--- src/rtl/ps2_scancode_decoder.sv ---
// PS/2 set-2 scan code decoder.
// Folds the E0/F0/E1 prefixes from the receiver's byte stream into single key
// events. It also tracks shift and caps lock, and drives one active-low
// 7-segment digit from the last hex key pressed.
module ps2_scancode_decoder #(
  parameter bit SUPPRESS_REPEAT = 1'b1
) (
  input  logic       clk,
  input  logic       clr,
  input  logic [7:0] byte_data,
  input  logic       byte_valid,
  output logic       key_valid,
  output logic [7:0] key_code,
  output logic       key_ext,
  output logic       key_break,
  output logic [7:0] ascii,
  output logic       shift_on,
  output logic       caps_on,
  output logic       err,
  output logic [6:0] seg
);

  localparam logic [7:0] PFX_EXT   = 8'hE0;
  localparam logic [7:0] PFX_BREAK = 8'hF0;
  localparam logic [7:0] PFX_PAUSE = 8'hE1;
  localparam logic [7:0] SC_LSHIFT = 8'h12;
  localparam logic [7:0] SC_RSHIFT = 8'h59;
  localparam logic [7:0] SC_CAPS   = 8'h58;
  localparam logic [6:0] SEG_BLANK = 7'b1111111;

  typedef enum logic [2:0] {ST_IDLE, ST_E0, ST_F0, ST_E0F0, ST_SKIP} state_t;

  state_t     state, state_n;
  logic [2:0] skip_cnt, skip_n;

  // Decoded event before repeat suppression.
  logic       ev_valid, ev_break, ev_ext, ev_pause, err_n;
  logic [7:0] ev_code;

  // Held-key register used for typematic repeat suppression.
  logic       held_valid, held_ext;
  logic [7:0] held_code;
  logic       held_match, emit, is_make;

  logic       lshift_held, rshift_held;

  // Keyboard housekeeping bytes (BAT result, ACK, echo, resend, errors).
  function automatic logic is_ignored(input logic [7:0] b);
    case (b)
      8'hAA, 8'hFA, 8'hEE, 8'hFE, 8'hFC, 8'h00, 8'hFF: is_ignored = 1'b1;
      default:                                         is_ignored = 1'b0;
    endcase
  endfunction

  // ASCII for a non-extended make. upper selects capitals for letters only.
  // shift selects the symbol row for the top-row digits.
  function automatic logic [7:0] ascii_of(input logic [7:0] code,
                                          input logic       upper,
                                          input logic       shift);
    logic [7:0] a;
    a = 8'h00;
    case (code)
      8'h1C: a = "a";  8'h32: a = "b";  8'h21: a = "c";  8'h23: a = "d";
      8'h24: a = "e";  8'h2B: a = "f";  8'h34: a = "g";  8'h33: a = "h";
      8'h43: a = "i";  8'h3B: a = "j";  8'h42: a = "k";  8'h4B: a = "l";
      8'h3A: a = "m";  8'h31: a = "n";  8'h44: a = "o";  8'h4D: a = "p";
      8'h15: a = "q";  8'h2D: a = "r";  8'h1B: a = "s";  8'h2C: a = "t";
      8'h3C: a = "u";  8'h2A: a = "v";  8'h1D: a = "w";  8'h22: a = "x";
      8'h35: a = "y";  8'h1A: a = "z";
      8'h45: a = shift ? ")" : "0";
      8'h16: a = shift ? "!" : "1";
      8'h1E: a = shift ? "@" : "2";
      8'h26: a = shift ? "#" : "3";
      8'h25: a = shift ? "$" : "4";
      8'h2E: a = shift ? "%" : "5";
      8'h36: a = shift ? "^" : "6";
      8'h3D: a = shift ? "&" : "7";
      8'h3E: a = shift ? "*" : "8";
      8'h46: a = shift ? "(" : "9";
      8'h29: a = 8'h20;
      8'h5A: a = 8'h0D;
      8'h66: a = 8'h08;
      8'h0D: a = 8'h09;
      8'h70: a = "0";  8'h69: a = "1";  8'h72: a = "2";  8'h7A: a = "3";
      8'h6B: a = "4";  8'h73: a = "5";  8'h74: a = "6";  8'h6C: a = "7";
      8'h75: a = "8";  8'h7D: a = "9";
      default: a = 8'h00;
    endcase
    if (upper && a >= "a" && a <= "z") a = a - 8'h20;
    return a;
  endfunction

  // Hex value of keypad digits and letters a-f; bit 4 flags a hit.
  function automatic logic [4:0] hex_of(input logic [7:0] code);
    case (code)
      8'h70: hex_of = 5'h10;  8'h69: hex_of = 5'h11;
      8'h72: hex_of = 5'h12;  8'h7A: hex_of = 5'h13;
      8'h6B: hex_of = 5'h14;  8'h73: hex_of = 5'h15;
      8'h74: hex_of = 5'h16;  8'h6C: hex_of = 5'h17;
      8'h75: hex_of = 5'h18;  8'h7D: hex_of = 5'h19;
      8'h1C: hex_of = 5'h1A;  8'h32: hex_of = 5'h1B;
      8'h21: hex_of = 5'h1C;  8'h23: hex_of = 5'h1D;
      8'h24: hex_of = 5'h1E;  8'h2B: hex_of = 5'h1F;
      default: hex_of = 5'h00;
    endcase
  endfunction

  // Active-low {g,f,e,d,c,b,a} pattern for one hex digit.
  function automatic logic [6:0] seg_of(input logic [3:0] v);
    case (v)
      4'h0: seg_of = 7'b1000000;  4'h1: seg_of = 7'b1111001;
      4'h2: seg_of = 7'b0100100;  4'h3: seg_of = 7'b0110000;
      4'h4: seg_of = 7'b0011001;  4'h5: seg_of = 7'b0010010;
      4'h6: seg_of = 7'b0000010;  4'h7: seg_of = 7'b1111000;
      4'h8: seg_of = 7'b0000000;  4'h9: seg_of = 7'b0010000;
      4'hA: seg_of = 7'b0001000;  4'hB: seg_of = 7'b0000011;
      4'hC: seg_of = 7'b0100111;  4'hD: seg_of = 7'b0100001;
      4'hE: seg_of = 7'b0000110;  default: seg_of = 7'b0001110;
    endcase
  endfunction

  // Prefix FSM state register and Pause skip counter.
  always_ff @(posedge clk or posedge clr) begin
    if (clr) begin
      state    <= ST_IDLE;
      skip_cnt <= 3'd0;
    end else begin
      // NOTE: state registers use non-blocking assignment so every flop
      // samples pre-edge values, whatever order the blocks are evaluated in.
      state    <= state_n;
      skip_cnt <= skip_n;
    end
  end

  // Next-state logic and decoding of the raw key event for the current byte.
  always_comb begin
    // NOTE: every output of this block gets a default first. No path can then
    // leave a signal unassigned, so no latch is inferred.
    state_n  = state;
    skip_n   = skip_cnt;
    ev_valid = 1'b0;
    ev_break = 1'b0;
    ev_ext   = 1'b0;
    ev_pause = 1'b0;
    ev_code  = byte_data;
    err_n    = 1'b0;
    if (byte_valid) begin
      case (state)
        ST_IDLE: begin
          if (byte_data == PFX_EXT)        state_n = ST_E0;
          else if (byte_data == PFX_BREAK) state_n = ST_F0;
          else if (byte_data == PFX_PAUSE) begin
            state_n = ST_SKIP;
            skip_n  = 3'd7;
          end else if (!is_ignored(byte_data)) ev_valid = 1'b1;
        end
        ST_E0: begin
          state_n = ST_IDLE;
          if (byte_data == PFX_BREAK)    state_n = ST_E0F0;
          else if (byte_data == PFX_EXT) err_n = 1'b1;
          else if (byte_data != SC_LSHIFT && byte_data != SC_RSHIFT) begin
            // E0 12 / E0 59 are the fake shifts around extended keys.
            ev_valid = 1'b1;
            ev_ext   = 1'b1;
          end
        end
        ST_F0, ST_E0F0: begin
          state_n = ST_IDLE;
          if (byte_data == PFX_EXT || byte_data == PFX_BREAK ||
              byte_data == PFX_PAUSE) begin
            err_n = 1'b1;
          end else begin
            ev_valid = 1'b1;
            ev_break = 1'b1;
            ev_ext   = (state == ST_E0F0);
          end
        end
        ST_SKIP: begin
          skip_n = skip_cnt - 3'd1;
          if (skip_cnt <= 3'd1) begin
            state_n  = ST_IDLE;
            ev_valid = 1'b1;
            ev_pause = 1'b1;
            ev_code  = PFX_PAUSE;
          end
        end
        default: state_n = ST_IDLE;
      endcase
    end
  end

  // Repeat suppression: drop makes of the key currently held. Pause has no
  // break code and could never be released, so it bypasses the held register.
  always_comb begin
    held_match = held_valid && (held_ext == ev_ext) && (held_code == ev_code);
    is_make    = ev_valid && !ev_break;
    emit       = ev_valid &&
                 !(SUPPRESS_REPEAT && is_make && !ev_pause && held_match);
  end

  // Event outputs, held key, shift/caps state and the hex display.
  always_ff @(posedge clk or posedge clr) begin
    if (clr) begin
      key_valid   <= 1'b0;
      key_code    <= 8'h00;
      key_ext     <= 1'b0;
      key_break   <= 1'b0;
      ascii       <= 8'h00;
      err         <= 1'b0;
      seg         <= SEG_BLANK;
      lshift_held <= 1'b0;
      rshift_held <= 1'b0;
      caps_on     <= 1'b0;
      held_valid  <= 1'b0;
      held_ext    <= 1'b0;
      held_code   <= 8'h00;
    end else begin
      key_valid <= emit;
      err       <= err_n;
      if (emit) begin
        key_code  <= ev_code;
        key_ext   <= ev_ext;
        key_break <= ev_break;
        ascii     <= (is_make && !ev_ext)
                     ? ascii_of(ev_code, shift_on ^ caps_on, shift_on)
                     : 8'h00;
        if (is_make && !ev_ext && hex_of(ev_code)[4])
          seg <= seg_of(hex_of(ev_code)[3:0]);
        if (is_make && !ev_ext && ev_code == SC_CAPS)
          caps_on <= ~caps_on;
      end
      if (ev_valid && !ev_ext && !ev_pause) begin
        if (ev_code == SC_LSHIFT) lshift_held <= !ev_break;
        if (ev_code == SC_RSHIFT) rshift_held <= !ev_break;
      end
      if (SUPPRESS_REPEAT && ev_valid && !ev_pause) begin
        if (!ev_break && !held_match) begin
          held_valid <= 1'b1;
          held_ext   <= ev_ext;
          held_code  <= ev_code;
        end else if (ev_break && held_match) begin
          held_valid <= 1'b0;
        end
      end
    end
  end

  assign shift_on = lshift_held | rshift_held;

endmodule

--- config.mk ---
export PLATFORM = sky130hd
export DESIGN_NAME = ps2_scancode_decoder
export DESIGN_NICKNAME = d
export VERILOG_FILES = /design/src/rtl/ps2_scancode_decoder.sv
export SDC_FILE = /design/constraint.sdc
export NUM_CORES = 1
export LEC_CHECK = 0
export CAP_MARGIN = 30
export CORE_MARGIN = 2
export CORE_UTILIZATION = 60
export CTS_BUF_LIST = sky130_fd_sc_hd__clkbuf_8
export DETAILED_ROUTE_END_ITERATION = 16
export GPL_TIMING_DRIVEN = 0
export PLACE_DENSITY = 0.81
export SYNTH_ARGS = -nofsm -noshare
export SYNTH_HDL_FRONTEND = slang
export SYNTH_SLANG_ARGS = --single-unit
--- constraint.sdc ---
create_clock -name clk -period 6.85 [get_ports clk]
set_clock_uncertainty 0.15 [all_clocks]
set_input_delay 1.37 -clock clk [delete_from_list [all_inputs] [get_ports clk]]
set_output_delay 1.37 -clock clk [all_outputs]
set_load 0.05 [all_outputs]
==> impl_metrics.env <==
export IMPL_outcome="complete, no violations"
export IMPL_synth_fa_ha_area_frac=0.0282
export IMPL_yosys_area_share_simple=0.236
export IMPL_routed_wl_mm=13.0
export IMPL_chipWidth_um=85.6
export IMPL_r2r_slack_ps=2930
export IMPL_synth_top_family_by_area="compound AO/OA/AOI/OAI gates"
export IMPL_drtAntennaViolNets=0
export IMPL_clk_pin_slew_ps=100
export IMPL_dp_hpwl_mm=9.41
export IMPL_async_flop_share=1.00
export IMPL_finalSetupViolCount=0
export IMPL_synth_ff_latch_count=46
export IMPL_tightest_slew_ps=1020
export IMPL_layout_cells_non_filler=596
export IMPL_hold_path_class="flip-flop to flip-flop"
export IMPL_clk_path_buf_depth=2
export IMPL_hold_buffers=0
export IMPL_synth_xor_area_frac=0.0263
export IMPL_fin_crit_ps=5060
export IMPL_final_max_slew_viol_count=0
export IMPL_crit_required_ps=6950
export IMPL_pin_count=40
export IMPL_grt_pass1_vias=3916
export IMPL_die_height_um=85.6
export IMPL_cts_resized=0
export IMPL_critical_path_class="primary input to flip-flop"
export IMPL_cts_setup_buffers=0
export IMPL_synth_edf_count=0
export IMPL_max_freq_mhz=198
export IMPL_area_delta_synth_final_pct=15.3
export IMPL_track_usage=0.359
export IMPL_cts_tree="yes"
export IMPL_final_nets=537
export IMPL_routedWlPerCell_um=21.8
export IMPL_cp_arrival_ps=5160
export IMPL_place_inst=586
export IMPL_grt_max_degree=47
export IMPL_start_util=0.626
export IMPL_core_um2=6390
export IMPL_clock_latency_ps=310
export IMPL_relSlewSlack=0.309
export IMPL_yosysSeqAreaShare=0.290
export IMPL_num_rows=29
export IMPL_avgViaCountPerCell=7.03
export IMPL_io_buffers=37
export IMPL_crit_path_start_kind="primary input"
export IMPL_finalCritPeriodShare=0.739
export IMPL_p_per_area_nw_per_um2=193
export IMPL_rsz0062_at_grt="false"
export IMPL_die_area_um2=7330
export IMPL_synth_compound_area_frac=0.245
export IMPL_drc=0
export IMPL_vdd_drop_max_mv=0.178
export IMPL_cts_root_buf="clkbuf_8"
export IMPL_syn_inst=470
export IMPL_htree_levels=2
export IMPL_cts_buffers=5
export IMPL_dr_pass1_iters=6
export IMPL_ys_types=80
export IMPL_antenna_found_initial=0
export IMPL_drv_cap=0
export IMPL_fillers=512
export IMPL_drt_iter0_markers=585
export IMPL_synth_ff_type="dfrtp_1"
export IMPL_avgSynthCellArea_um2=8.51
export IMPL_total_leakage_power_nw=1.76
export IMPL_vias=4192
export IMPL_multiInputGateArea_um2=2560
export IMPL_clkSinkCount=46
export IMPL_drive_gt1_frac=0.131
export IMPL_yosys_warnings=0
export IMPL_muxShareOfSynthArea=0.105
export IMPL_cp_end_kind="flip-flop"
export IMPL_grt_remaining_overflow=0
export IMPL_grt_pass1_wl_mm=20.8
export IMPL_worst_path_max_fanout=10
export IMPL_register_area_um2=1160
export IMPL_syn_nets=490
export IMPL_setup_tns_ps=0
export IMPL_finalWeightedCongestion=1.04
export IMPL_finalHoldViolations=0
export IMPL_synth_area_um2=4000
Yosys cell counts, types with 6 or more instances:
master	n	area, um2
nand2_1	41	154
dfrtp_1	39	976
inv_1	30	113
nor2_1	29	109
clkbuf_1	25	93.8
a21oi_1	21	105
o21ai_0	17	85.1
nand3_1	12	60.1
nor2b_1	12	75.1
nor3_1	12	60.1
mux2_2	11	124
nand2b_1	11	68.8
mux2_4	10	150
mux2i_1	10	100
ha_1	9	113
o22ai_1	9	56.3
xnor2_1	9	78.8
buf_1	8	30.0
o211ai_1	8	60.1
a211oi_1	7	52.6
dfstp_2	7	184
nand3b_1	6	45.0
nor4_1	6	37.5
o32ai_1	6	52.6
metal layers:
layer / wire length, um / part of all wire / track usage
met5: 0 / 0 / 0
met1: 5220 / 0.40 / 0.513
met3: 1570 / 0.12 / 0.0722
met2: 5660 / 0.44 / 0.543
met4: 545 / 0.042 / 0.126
logic make-up (layout without fill, tap and decap cells):
logic type	count (synthesis)	count (layout)
AOI/OAI and AO/OA	132	132
xor gates and xnor gates	12	12
adders and majority gates	9	9
buffers and inverters	68	116
DFF	46	46
muxes	34	34
other	0	1
and+or+nand+nor	169	169
worst paths after layout:
path / from / endpoint / cells after the start
max reg2reg: state[1]$_DFFE_PP0P_ / seg[0]$_DFFE_PP1P_ / 10
max: byte_data[0] / seg[0]$_DFFE_PP1P_ / 10
min in group asynchronous: clr / key_code[5]$_DFFE_PP0P_ / 2
min: rshift_held$_DFFE_PP0P_ / rshift_held$_DFFE_PP0P_ / 1
min reg2reg: rshift_held$_DFFE_PP0P_ / rshift_held$_DFFE_PP0P_ / 1
max in group asynchronous: clr / seg[0]$_DFFE_PP1P_ / 3
worst max-delay path: stages:
cell and delay, ps:
clkdlybuf4s50_1 600, clkbuf_1 380, buf_1 470, clkbuf_1 400, a211oi_1 180, nor3_1 600, inv_1 180, ha_1 260
mux4_2 450, mux2_4 270
cell usage in the layout, fill, tap and decap left out, drive strengths merged, types with 5 or more instances in the layout:
| master | n |
|---|---|
| a21oi | 21 |
| buf | 16 |
| mux2 | 23 |
| clkdlybuf4s50 | 37 |
| nor4 | 6 |
| clkbuf | 30 |
| inv | 31 |
| nand2 | 41 |
| ha | 9 |
| a32oi | 5 |
| nand2b | 11 |
| dfrtp | 39 |
| a211oi | 7 |
| o211ai | 8 |
| dfstp | 7 |
| o21a | 5 |
| o22ai | 12 |
| nor2 | 29 |
| nor3 | 12 |
| nor3b | 5 |
| and3 | 5 |
| o32ai | 6 |
| nor2b | 12 |
| xnor2 | 9 |
| mux2i | 10 |
| nand3 | 12 |
| nand4b | 5 |
| nand3b | 6 |
| o21ai | 26 |
power breakdown:
| group | leakage (nW) | internal (mW) | switching, mW |
|---|---|---|---|
| Clock | 0.0585 | 0.110 | 0.102 |
| Combinational | 1.14 | 0.123 | 0.220 |
| Sequential | 0.562 | 0.310 | 0.0244 |
| Total | 1.76 | 0.543 | 0.346 |
final cells by class:
| cell class | instances | share of cell area |
|---|---|---|
| multi-input combinational | 356 | 0.556 |
| sequential | 46 | 0.252 |
| clock inverter | 3 | 0.00950 |
| clock buffer | 5 | 0.0149 |
| antenna | 1 | 0.000543 |
| tap | 77 | 0.0209 |
| timing repair buffer | 40 | 0.0869 |
| buffer | 38 | 0.0356 |
| inverter | 30 | 0.0244 |
metrics by stage:
step | power [mW] | util | hold WS, ps | worst slack, ps | area [um2]
after global routing | 0.926 | 0.721 | 396 | 1540 | 4610
final | 0.889 | 0.722 | 366 | 1790 | 4610
after CTS | 0.885 | 0.718 | 370 | 1880 | 4590
after global placement | 0.663 | 0.699 | 325 | 1560 | 4460
after floorplan | 0.574 | - | 315 | 2770 | 4000
after detailed placement | 0.674 | 0.701 | 343 | 1560 | 4470
sequential cells by signal, indices dropped and copies added, names as in the netlist, 3 cells and up:
| signal | count |
|---|---|
| held_code | 8 |
| seg | 7 |
| ascii | 8 |
| key_code | 8 |
| skip_cnt | 3 |
| state | 3 |
No activity file was read; power rests on OpenSTA's default activity.
